File: config.mk
export PLATFORM = sky130hd
export DESIGN_NAME = ps2_host_tx
export DESIGN_NICKNAME = d
export VERILOG_FILES = /design/src/rtl/ps2_host_tx_pkg.sv /design/src/rtl/ps2_sync_edge.sv /design/src/rtl/ps2_host_tx.sv
export SDC_FILE = /design/constraint.sdc
export NUM_CORES = 1
export LEC_CHECK = 0
export BUFFER_PORTS_ARGS = -buffer_cell sky130_fd_sc_hd__buf_4
export CORE_MARGIN = 1.5
export CORE_UTILIZATION = 45
export CTS_BUF_LIST = sky130_fd_sc_hd__clkbuf_4 sky130_fd_sc_hd__clkbuf_8
export DETAILED_ROUTE_END_ITERATION = 12
export SLEW_MARGIN = 20
export SYNTH_ARGS = -nofsm -noshare
export SYNTH_HDL_FRONTEND = slang
export SYNTH_SLANG_ARGS = --single-unit
File: constraint.sdc
create_clock -name clock -period 4.2 [get_ports clock]
set_clock_uncertainty 0.1 [all_clocks]
set_input_delay 1.26 -clock clock [delete_from_list [all_inputs] [get_ports clock]]
set_output_delay 1.26 -clock clock [all_outputs]
set_load 0.01 [all_outputs]
File: src/rtl/ps2_host_tx_pkg.sv
`timescale 1ns/1ps
`default_nettype none
// ============================================================================
// Module  : ps2_host_tx_pkg
// Brief   : Shared PS/2 host definitions: FSM state codes, command bytes and
//           the frame parity helper.
// Revision: 1.0 - initial release
// ============================================================================
package ps2_host_tx_pkg;

    localparam logic [2:0] c_st_idle      = 3'd0;
    localparam logic [2:0] c_st_inhibit   = 3'd1;
    localparam logic [2:0] c_st_req       = 3'd2;
    localparam logic [2:0] c_st_send      = 3'd3;
    localparam logic [2:0] c_st_ack       = 3'd4;
    localparam logic [2:0] c_st_wait_idle = 3'd5;
    localparam logic [2:0] c_st_error     = 3'd6;

    localparam logic [7:0] PS2_CMD_SET_LED = 8'hED;
    localparam logic [7:0] PS2_CMD_ECHO    = 8'hEE;
    localparam logic [7:0] PS2_CMD_RESET   = 8'hFF;
    localparam logic [7:0] PS2_RSP_ACK     = 8'hFA;
    localparam logic [7:0] PS2_BREAK       = 8'hF0;

    // Odd parity: data bits plus this bit hold an odd number of ones.
    function automatic logic odd_parity(input logic [7:0] d);
        return ~^d;
    endfunction

endpackage
`default_nettype wire

File: src/rtl/ps2_sync_edge.sv
`timescale 1ns/1ps
`default_nettype none
// ============================================================================
// Module  : ps2_sync_edge
// Brief   : Two-flop synchronizer for one PS/2 line plus falling-edge detect.
// Revision: 1.0 - initial release
// ============================================================================
module ps2_sync_edge (
    input  logic clock,
    input  logic resetn,
    input  logic i_line,
    output logic o_sync,
    output logic o_fall
);

    logic r_meta;
    logic r_sync;
    logic r_sync_d;

    // Reset to the idle (pulled-up) level so no edge is seen leaving reset.
    always_ff @(posedge clock or negedge resetn) begin
        if (!resetn) begin
            r_meta   <= 1'b1;
            r_sync   <= 1'b1;
            r_sync_d <= 1'b1;
        end else begin
            r_meta   <= i_line;
            r_sync   <= r_meta;
            r_sync_d <= r_sync;
        end
    end

    assign o_sync = r_sync;
    assign o_fall = r_sync_d & ~r_sync;

endmodule
`default_nettype wire

File: src/rtl/ps2_host_tx.sv
`timescale 1ns/1ps
`default_nettype none
// ============================================================================
// Module  : ps2_host_tx
// Brief   : PS/2 host-to-device command transmitter (request-to-send, 10-bit
//           shift on device clock, line ACK check). Board level wires each
//           pad as  PS2_x = x_oe ? 1'b0 : 1'bz.
// Revision: 1.0 - initial release
// ============================================================================
module ps2_host_tx
    import ps2_host_tx_pkg::*;
#(
    parameter int CLK_FREQ_HZ = 50_000_000,
    parameter int INHIBIT_US  = 100,
    parameter int TIMEOUT_US  = 15000
) (
    input  logic       clock,
    input  logic       resetn,
    input  logic [7:0] tx_data,
    input  logic       tx_valid,
    output logic       tx_ready,
    input  logic       ps2_clock_in,
    input  logic       ps2_data_in,
    output logic       ps2_clock_oe,
    output logic       ps2_data_oe,
    output logic       busy,
    output logic       tx_done,
    output logic       tx_error
);

    localparam int c_inhibit_cyc = CLK_FREQ_HZ / 1_000_000 * INHIBIT_US;
    localparam int c_timeout_cyc = CLK_FREQ_HZ / 1_000_000 * TIMEOUT_US;
    localparam int c_tmr_w       = $clog2(c_timeout_cyc + 1);

    logic [2:0]         r_state;
    logic [2:0]         w_state_nxt;
    logic [c_tmr_w-1:0] r_timer;
    logic [9:0]         r_shreg;
    logic [3:0]         r_bitcnt;
    logic               r_data_drv;

    logic w_sync_clk;
    logic w_clk_fall;
    logic w_sync_dat;
    logic w_accept;
    logic w_tmr_last;
    logic w_line_idle;

    ps2_sync_edge u_sync_clk (
        .clock  (clock),
        .resetn (resetn),
        .i_line (ps2_clock_in),
        .o_sync (w_sync_clk),
        .o_fall (w_clk_fall)
    );

    ps2_sync_edge u_sync_dat (
        .clock  (clock),
        .resetn (resetn),
        .i_line (ps2_data_in),
        .o_sync (w_sync_dat),
        .o_fall ()
    );

    assign w_accept    = tx_valid && (r_state == c_st_idle);
    // The timer is left on the transition that takes it to zero, so a load of
    // N gives exactly N cycles in the timed state(s).
    assign w_tmr_last  = (r_timer <= c_tmr_w'(1));
    assign w_line_idle = w_sync_clk && w_sync_dat;

    always_ff @(posedge clock or negedge resetn) begin
        if (!resetn) begin
            r_state <= c_st_idle;
        end else begin
            r_state <= w_state_nxt;
        end
    end

    always_comb begin
        w_state_nxt = r_state;
        case (r_state)
            c_st_idle: begin
                if (w_accept) w_state_nxt = c_st_inhibit;
            end
            c_st_inhibit: begin
                if (w_tmr_last) w_state_nxt = c_st_req;
            end
            c_st_req: begin
                if (w_tmr_last)      w_state_nxt = c_st_error;
                else if (w_clk_fall) w_state_nxt = c_st_send;
            end
            c_st_send: begin
                if (w_tmr_last)                             w_state_nxt = c_st_error;
                else if (w_clk_fall && (r_bitcnt == 4'd9))  w_state_nxt = c_st_ack;
            end
            c_st_ack: begin
                if (w_tmr_last)      w_state_nxt = c_st_error;
                else if (w_clk_fall) w_state_nxt = w_sync_dat ? c_st_error : c_st_wait_idle;
            end
            c_st_wait_idle: begin
                if (w_line_idle)     w_state_nxt = c_st_idle;
                else if (w_tmr_last) w_state_nxt = c_st_error;
            end
            c_st_error: w_state_nxt = c_st_idle;
            default:    w_state_nxt = c_st_idle;
        endcase
    end

    always_ff @(posedge clock or negedge resetn) begin
        if (!resetn) begin
            r_timer    <= '0;
            r_shreg    <= '0;
            r_bitcnt   <= '0;
            r_data_drv <= 1'b0;
        end else begin
            case (r_state)
                c_st_idle: begin
                    r_data_drv <= 1'b0;
                    if (w_accept) begin
                        r_shreg <= {1'b1, odd_parity(tx_data), tx_data};
                        r_timer <= c_tmr_w'(c_inhibit_cyc);
                    end
                end
                c_st_inhibit: begin
                    if (w_tmr_last) begin
                        r_timer  <= c_tmr_w'(c_timeout_cyc);
                        r_bitcnt <= '0;
                    end else begin
                        r_timer <= r_timer - 1'b1;
                    end
                end
                c_st_req, c_st_send, c_st_ack, c_st_wait_idle: begin
                    if (r_timer != '0) r_timer <= r_timer - 1'b1;
                    if (w_clk_fall && (r_state == c_st_req || r_state == c_st_send)) begin
                        r_data_drv <= ~r_shreg[0];
                        r_shreg    <= {1'b0, r_shreg[9:1]};
                        r_bitcnt   <= r_bitcnt + 4'd1;
                    end
                end
                default: r_data_drv <= 1'b0;
            endcase
        end
    end

    always_comb begin
        ps2_clock_oe = (r_state == c_st_inhibit);
        ps2_data_oe  = (r_state == c_st_req) || ((r_state == c_st_send) && r_data_drv);
        tx_ready     = (r_state == c_st_idle);
        busy         = (r_state != c_st_idle);
        tx_done      = (r_state == c_st_wait_idle) && w_line_idle;
        tx_error     = (r_state == c_st_error);
    end

endmodule
`default_nettype wire
# After elaboration in Yosys (flattened, before gate mapping)
# Cells that the tools add are included.
dict set report word_totals {
  ff_bits 43
  word_cells 77
  out_inout_bits 6
}
dict set report classes {
  reduce_logical 21
  eq_ne 15
  bitwise_logic 4
  add_sub_neg 2
  muxes 24
  n_lt_le_gt_ge 1
}
# op n
set ops {}
lappend ops {{two-way mux 20 bit} 3}
lappend ops {{one-hot mux 20 bit (3 select lines)} 1}
lappend ops {{two-way mux 3 bit} 10}
lappend ops {{less-or-equal comparator 20 x 1 -> 1 bit, second input constant} 1}
lappend ops {{two-way mux 10 bit} 2}
lappend ops {{one-hot mux 10 bit (2 select lines)} 1}
lappend ops {{nonzero test 20 bit} 1}
lappend ops {{subtractor 20 x 1 -> 20 bit, second input constant} 1}
lappend ops {{one-hot mux 3 bit (6 select lines)} 1}
lappend ops {{!= test 3 bit, second input constant} 4}
lappend ops {{== test 3 bit, second input constant} 3}
lappend ops {{AND reduction 3 bit} 3}
lappend ops {{two-way mux 4 bit} 2}
lappend ops {{one-hot mux 4 bit (2 select lines)} 1}
lappend ops {{XNOR reduction 8 bit} 1}
lappend ops {{== test 3 x 2 -> 1 bit, second input constant} 2}
lappend ops {{logical AND 1 bit} 6}
lappend ops {{AND reduction 6 bit} 1}
lappend ops {{nonzero test 3 bit} 2}
lappend ops {{adder 4 x 1 -> 4 bit, second input constant} 1}
lappend ops {{== test 4 bit, second input constant} 1}
lappend ops {{!= test 2 x 1 -> 1 bit, second input constant} 2}
lappend ops {{!= test 2 bit, second input constant} 2}
lappend ops {{nonzero test 2 bit} 2}
lappend ops {{10 further kinds} 13}

# Logic depth before layout (Yosys ltp)
dict set report logic_depth {
  ltp_word 6
  depth_mapped 8
  depth_no_buf 7
}

# By module
# A second synthesis with hierarchy kept.
dict set report hier_totals {
  cells_unflattened 261
  hier_area_um2 2507.4
}
# module cells_per_inst instances area_per_inst_um2
set by_module_without_submodules {}
lappend by_module_without_submodules {ps2_host_tx 253 1 2322.2}
lappend by_module_without_submodules {ps2_sync_edge 4 2 92.6}

# Worst setup path after synthesis
# OpenSTA, ideal clock, no wires.
dict set report synth_timing {
  path_kind {input port to flip-flop}
  startpoint {input port tx_valid}
  endpoint {register r_timer[9]}
  setup_slack_ps 1371
  path_stages 5
  t_arrival_ps 2607
  t_required_ps 3978
  n_path_buf 0
  path_cell_list {nor2_1 -> o31ai_1 -> o31ai_4 -> or4_1 -> a32o_1}
}
dict set report synth_between {
  elab_chain_cells 3
}
# item line
set synth_lines {}
lappend synth_lines {{start, declared} ps2_host_tx.sv:20} ;# input logic tx_valid,
lappend synth_lines {{logical AND 1 bit} ps2_host_tx.sv:65} ;# assign w_accept = tx_valid && (r_state == c_st_idle);
lappend synth_lines {{!= test 2 x 1 -> 1 bit (no source line)} -}
lappend synth_lines {{AND reduction 3 bit (no source line)} -}
lappend synth_lines {{end signal, assigned} ps2_host_tx.sv:121} ;# r_timer <= c_tmr_w'(c_inhibit_cyc);
lappend synth_lines {{end signal, assigned} ps2_host_tx.sv:126} ;# r_timer <= c_tmr_w'(c_timeout_cyc);
lappend synth_lines {{end signal, assigned} ps2_host_tx.sv:129} ;# r_timer <= r_timer - 1'b1;
lappend synth_lines {{end, declared} ps2_host_tx.sv:37} ;# logic [c_tmr_w-1:0] r_timer;
# Every way passes these cells.
# A chain may end at the register's enable or synchronous reset.

# Final worst setup path
dict set report layout_timing {
  startpoint {register r_state[0]}
  endpoint {output port busy}
}
dict set report layout_between {
  elab_chain_cells 1
}
# item line
set layout_lines {}
lappend layout_lines {{start, declared} ps2_host_tx.sv:35} ;# logic [2:0] r_state;
lappend layout_lines {{start signal, assigned} ps2_host_tx.sv:73} ;# r_state <= c_st_idle;
lappend layout_lines {{start signal, assigned} ps2_host_tx.sv:75} ;# r_state <= w_state_nxt;
lappend layout_lines {{nonzero test 3 bit} ps2_host_tx.sv:149} ;# busy = (r_state != c_st_idle);
lappend layout_lines {{end, declared} ps2_host_tx.sv:26} ;# output logic busy,
# Every way passes these cells.

==> flow_summary.html <==
<table>
<tr><th>Metric</th><th>Value</th></tr>
<tr><th colspan="2">Outcome</th></tr>
<tr><td>Status</td><td>finished clean</td></tr>
<tr><th colspan="2">Timing</th></tr>
<tr><td>Final setup margin</td><td>1.26 ns</td></tr>
<tr><td>Post-route fraction of the period consumed by the critical path</td><td>69.9%</td></tr>
<tr><td>Final Max Slew Viols</td><td>0</td></tr>
<tr><td>Worst-case hold slack</td><td>0.262 ns</td></tr>
<tr><td>Final Critical Period</td><td>2.94 ns</td></tr>
<tr><td>Setup total negative slack</td><td>0 ns</td></tr>
<tr><td>Number of hold-slack violations in the final timing report</td><td>0</td></tr>
<tr><td>Slew at the pin closest to its max-slew limit</td><td>0.950 ns</td></tr>
<tr><td>Fmax achieved</td><td>340 MHz</td></tr>
<tr><td>Final setup violation count</td><td>0</td></tr>
<tr><td>Worst rel slew slack</td><td>36.7%</td></tr>
<tr><td>RSZ-0062 raised after global routing</td><td>false</td></tr>
<tr><th colspan="2">Floorplan</th></tr>
<tr><td>Area inside the core boundary</td><td>5470 sq um</td></tr>
<tr><td>Starting Density</td><td>46.3%</td></tr>
<tr><td>IO Count</td><td>19</td></tr>
<tr><td>Die Ht</td><td>78 microns</td></tr>
<tr><td>Placement Rows</td><td>27</td></tr>
<tr><td>Full die area</td><td>6080 sq um</td></tr>
<tr><td>Horizontal extent of the die</td><td>78 microns</td></tr>
<tr><th colspan="2">Worst setup path</th></tr>
<tr><td>Worst setup EP type</td><td>output pin</td></tr>
<tr><td>Max Fanout on Critical Path</td><td>15</td></tr>
<tr><td>Arr. time, crit path</td><td>1.58 ns</td></tr>
<tr><td>Critical path launch point type</td><td>flip-flop</td></tr>
<tr><td>Type of the setup path with the least slack</td><td>flip-flop to output pin</td></tr>
<tr><td>Data required time at the worst endpoint</td><td>2.84 ns</td></tr>
<tr><th colspan="2">Synth</th></tr>
<tr><td>Syn nets</td><td>285</td></tr>
<tr><td>Fraction of registers with async set or reset after synthesis</td><td>100%</td></tr>
<tr><td>Total standard cell area after synthesis</td><td>2530 sq um</td></tr>
<tr><td>Number of enable flip-flop cells after synthesis</td><td>0</td></tr>
<tr><td>Commonest register cell after synthesis</td><td>sky130_fd_sc_hd__dfrtp_1</td></tr>
<tr><td>Seq cells post-synth</td><td>43</td></tr>
<tr><td>Number of warnings issued by yosys</td><td>0</td></tr>
<tr><td>Number of distinct library cells after synthesis</td><td>55</td></tr>
<tr><td>Mean Syn Cell Area</td><td>9.48 sq um</td></tr>
<tr><td>Number of standard cells after synthesis</td><td>267</td></tr>
<tr><td>Fraction of the yosys area taken by sequential cells</td><td>42.8%</td></tr>
<tr><th colspan="2">Clock tree</th></tr>
<tr><td>CTS Root Buffer Type</td><td>sky130_fd_sc_hd__clkbuf_8</td></tr>
<tr><td>CTS Buf Count</td><td>5</td></tr>
<tr><td>TritonCTS sink count</td><td>43</td></tr>
<tr><td>Post-CTS setup buffer count</td><td>0</td></tr>
<tr><td>CTS max path bufs</td><td>2</td></tr>
<tr><td>Clock tree from TritonCTS</td><td>yes</td></tr>
<tr><td>Post-cts gate resize count</td><td>0</td></tr>
<tr><td>Clock-pin slew on the worst setup and hold paths</td><td>0.09 ns</td></tr>
<tr><td>Max H-tree Level</td><td>2</td></tr>
<tr><td>Hold-fix buffers, CTS</td><td>0</td></tr>
<tr><td>Clock insertion delay at the later pin of the skew report</td><td>0.29 ns</td></tr>
<tr><th colspan="2">Placed design</th></tr>
<tr><td>Routability Congestion</td><td>0.842</td></tr>
<tr><td>Worst slack after detailed placement</td><td>0.974 ns</td></tr>
<tr><td>Half-perimeter wire length after detailed placement</td><td>3940 microns</td></tr>
<tr><td>Port bufs</td><td>18</td></tr>
<tr><th colspan="2">Global routing</th></tr>
<tr><td>Via count of the first global-routing pass</td><td>2090</td></tr>
<tr><td>Largest net degree at the start of global routing</td><td>44</td></tr>
<tr><td>GRT Total Usage</td><td>20.4%</td></tr>
<tr><td>Global route total overflow</td><td>0</td></tr>
<tr><td>Antenna violations before repair</td><td>0</td></tr>
<tr><td>Wire length of the first global-routing pass</td><td>9890 microns</td></tr>
<tr><th colspan="2">Pwr</th></tr>
<tr><td>Sw Share</td><td>42.9%</td></tr>
<tr><td>Internal power of the cells</td><td>1.18 mW</td></tr>
<tr><td>Standby leakage power</td><td>1.16 nW</td></tr>
<tr><td>Overall power of the completed layout</td><td>2.07 mW</td></tr>
<tr><td>Worst IR drop on VDD</td><td>0.315 mV</td></tr>
<tr><td>Switching power summed over all nets</td><td>888 uW</td></tr>
<tr><td>Sequential group share of total power</td><td>32.5%</td></tr>
<tr><td>Share of total power in the clock network</td><td>18.9%</td></tr>
<tr><td>Part of the total power dissipated in combinational logic</td><td>48.6%</td></tr>
<tr><td>PwrDens</td><td>725 nW/um^2</td></tr>
<tr><th colspan="2">Route</th></tr>
<tr><td>Average routed wire per standard cell</td><td>15.9 microns</td></tr>
<tr><td>Pre-Repair DR Iteration Count</td><td>5</td></tr>
<tr><td>Initial DRC Count</td><td>207</td></tr>
<tr><td>Total number of vias</td><td>2147</td></tr>
<tr><td>Antenna-violating nets left</td><td>0</td></tr>
<tr><td># DRC</td><td>0</td></tr>
<tr><td>Via count normalized by instance count</td><td>6.03</td></tr>
<tr><td>Post-detailed-routing wire length</td><td>5670 microns</td></tr>
<tr><th colspan="2">Layout</th></tr>
<tr><td>NumNets Final</td><td>301</td></tr>
<tr><td>Post-synthesis to final-layout area growth</td><td>12.8%</td></tr>
<tr><td>Number of diodes added for antenna fixing</td><td>0</td></tr>
<tr><td>Fraction of final layout cells sized beyond drive strength 1</td><td>17.3%</td></tr>
<tr><td>Fill cell instance count of the final layout</td><td>534</td></tr>
<tr><th colspan="2">Flow run</th></tr>
<tr><td>Max-Cap Viols</td><td>0</td></tr>
<tr><th colspan="2">Worst hold path</th></tr>
<tr><td>Worst hold path class</td><td>flip-flop to flip-flop</td></tr>
</table>
[cells in the mapped netlist, drive strengths merged, types with 3 or more instances]
master,instances,share of area (%)
a31oi,4,0.99
clkbuf,6,0.89
inv,10,1.5
nand3b,3,0.89
nor3,6,1.4
o31ai,3,1.4
nor2,22,3.3
o21ai,10,2.0
buf,5,1.5
or4,7,2.3
ha,5,2.5
or2,3,0.74
a21oi,34,6.7
mux2i,13,5.1
nor4,10,2.5
o22a,7,2.4
o31a,3,1.1
dfrtp,38,38
and2,4,0.99
or3,8,2.5
nand3,8,1.6
dfstp,5,5.2
nand4,3,0.74
nand2,14,2.1
xnor2,8,2.8
[cells by family after synthesis]
| family | count (synthesis) | synth area share [%] |
|---|---|---|
| simple gates | 94 | 20.7 |
| compound gates | 81 | 21.6 |
| flops | 43 | 42.8 |
| buf+inv | 21 | 3.86 |
| mux | 14 | 5.59 |
| xor+xnor | 9 | 3.11 |
| fa+ha+maj | 5 | 2.47 |
[final timing paths]
| path | endpoint | start | cells after the start | slack [ns] |
|---|---|---|---|---|
| setup / recovery | busy | r_state[0] | 3 | 1.26 |
| hold / removal | u_sync_dat.o_sync | u_sync_dat.r_meta | 0 | 0.26 |
| setup reg to reg | r_timer[12] | r_timer[10] | 5 | 1.32 |
| hold reg to reg | u_sync_dat.o_sync | u_sync_dat.r_meta | 0 | 0.26 |
| max in group asynchronous | r_timer[8] | resetn | 1 | 2.76 |
| min in group asynchronous | r_state[2] | resetn | 1 | 0.86 |
[sequential cells by signal (all words and copies together), names as in the netlist]
register,count
u_sync_clk.o_sync,1
r_state,3
u_sync_clk.r_meta,1
r_shreg,10
u_sync_dat.r_meta,1
r_bitcnt,4
r_data_drv,1
u_sync_clk.r_sync_d,1
u_sync_dat.o_sync,1
r_timer,20
[power groups by stage]
| stage | Clock [mW] | Combinational, mW | Sequential, mW |
|---|---|---|---|
| floorplan | 0 | 0.815 | 0.611 |
| global placement | 0 | 0.978 | 0.677 |
| detailed placement | 0 | 0.990 | 0.678 |
| CTS | 0.398 | 0.993 | 0.670 |
| global route | 0.415 | 1.13 | 0.693 |
| finish | 0.391 | 1.01 | 0.673 |
[final cells by class]
type                            instances  area (sq um)  share of cell area [%]
Clock inverter                          2          60.1                    2.10
Timing Repair Buffer                   20           150                    5.26
Tap cell                               72          90.1                    3.16
Clock buffer                            6          76.3                    2.67
Inverter                               10          37.5                    1.31
Sequential cell                        43          1080                    37.9
Multi-Input combinational cell        203          1360                    47.6
[critical path, cell delays in order (launching register included)]
cell and delay [ns]:
sky130_fd_sc_hd__dfrtp_1 0.55, sky130_fd_sc_hd__nor3_1 0.48, sky130_fd_sc_hd__inv_1 0.09, sky130_fd_sc_hd__buf_4 0.16
[through the flow]
stage                     util, %  std cells  cell area, sq um
after floorplan                 -        267              2530
after global placement       49.5        348              2710
after detailed placement     49.5        348              2710
after CTS                    52.0        356              2850
after global routing         52.2        356              2860
final                        52.2        356              2860
[layout by cell type (no fill, tap or decap), types with 7 or more instances in the layout]
master and count:
sky130_fd_sc_hd__inv_1 10, sky130_fd_sc_hd__o21ai_0 10, sky130_fd_sc_hd__buf_4 20, sky130_fd_sc_hd__nor4_1 10
sky130_fd_sc_hd__xnor2_1 8, sky130_fd_sc_hd__mux2i_1 13, sky130_fd_sc_hd__nand3_1 8, sky130_fd_sc_hd__nor2_1 22
sky130_fd_sc_hd__o22a_1 7, sky130_fd_sc_hd__dfrtp_1 38, sky130_fd_sc_hd__a21oi_1 34, sky130_fd_sc_hd__nand2_1 14
[metal layers]
layer	track usage [%]	vias to the layer above	routed length, microns
met5	0	-	0
met4	5.36	0	55
met3	3.53	6	224
met2	32.9	50	2590
met1	28.4	1059	2800
li1	-	1032	-
(Power assumes the default switching activity.)
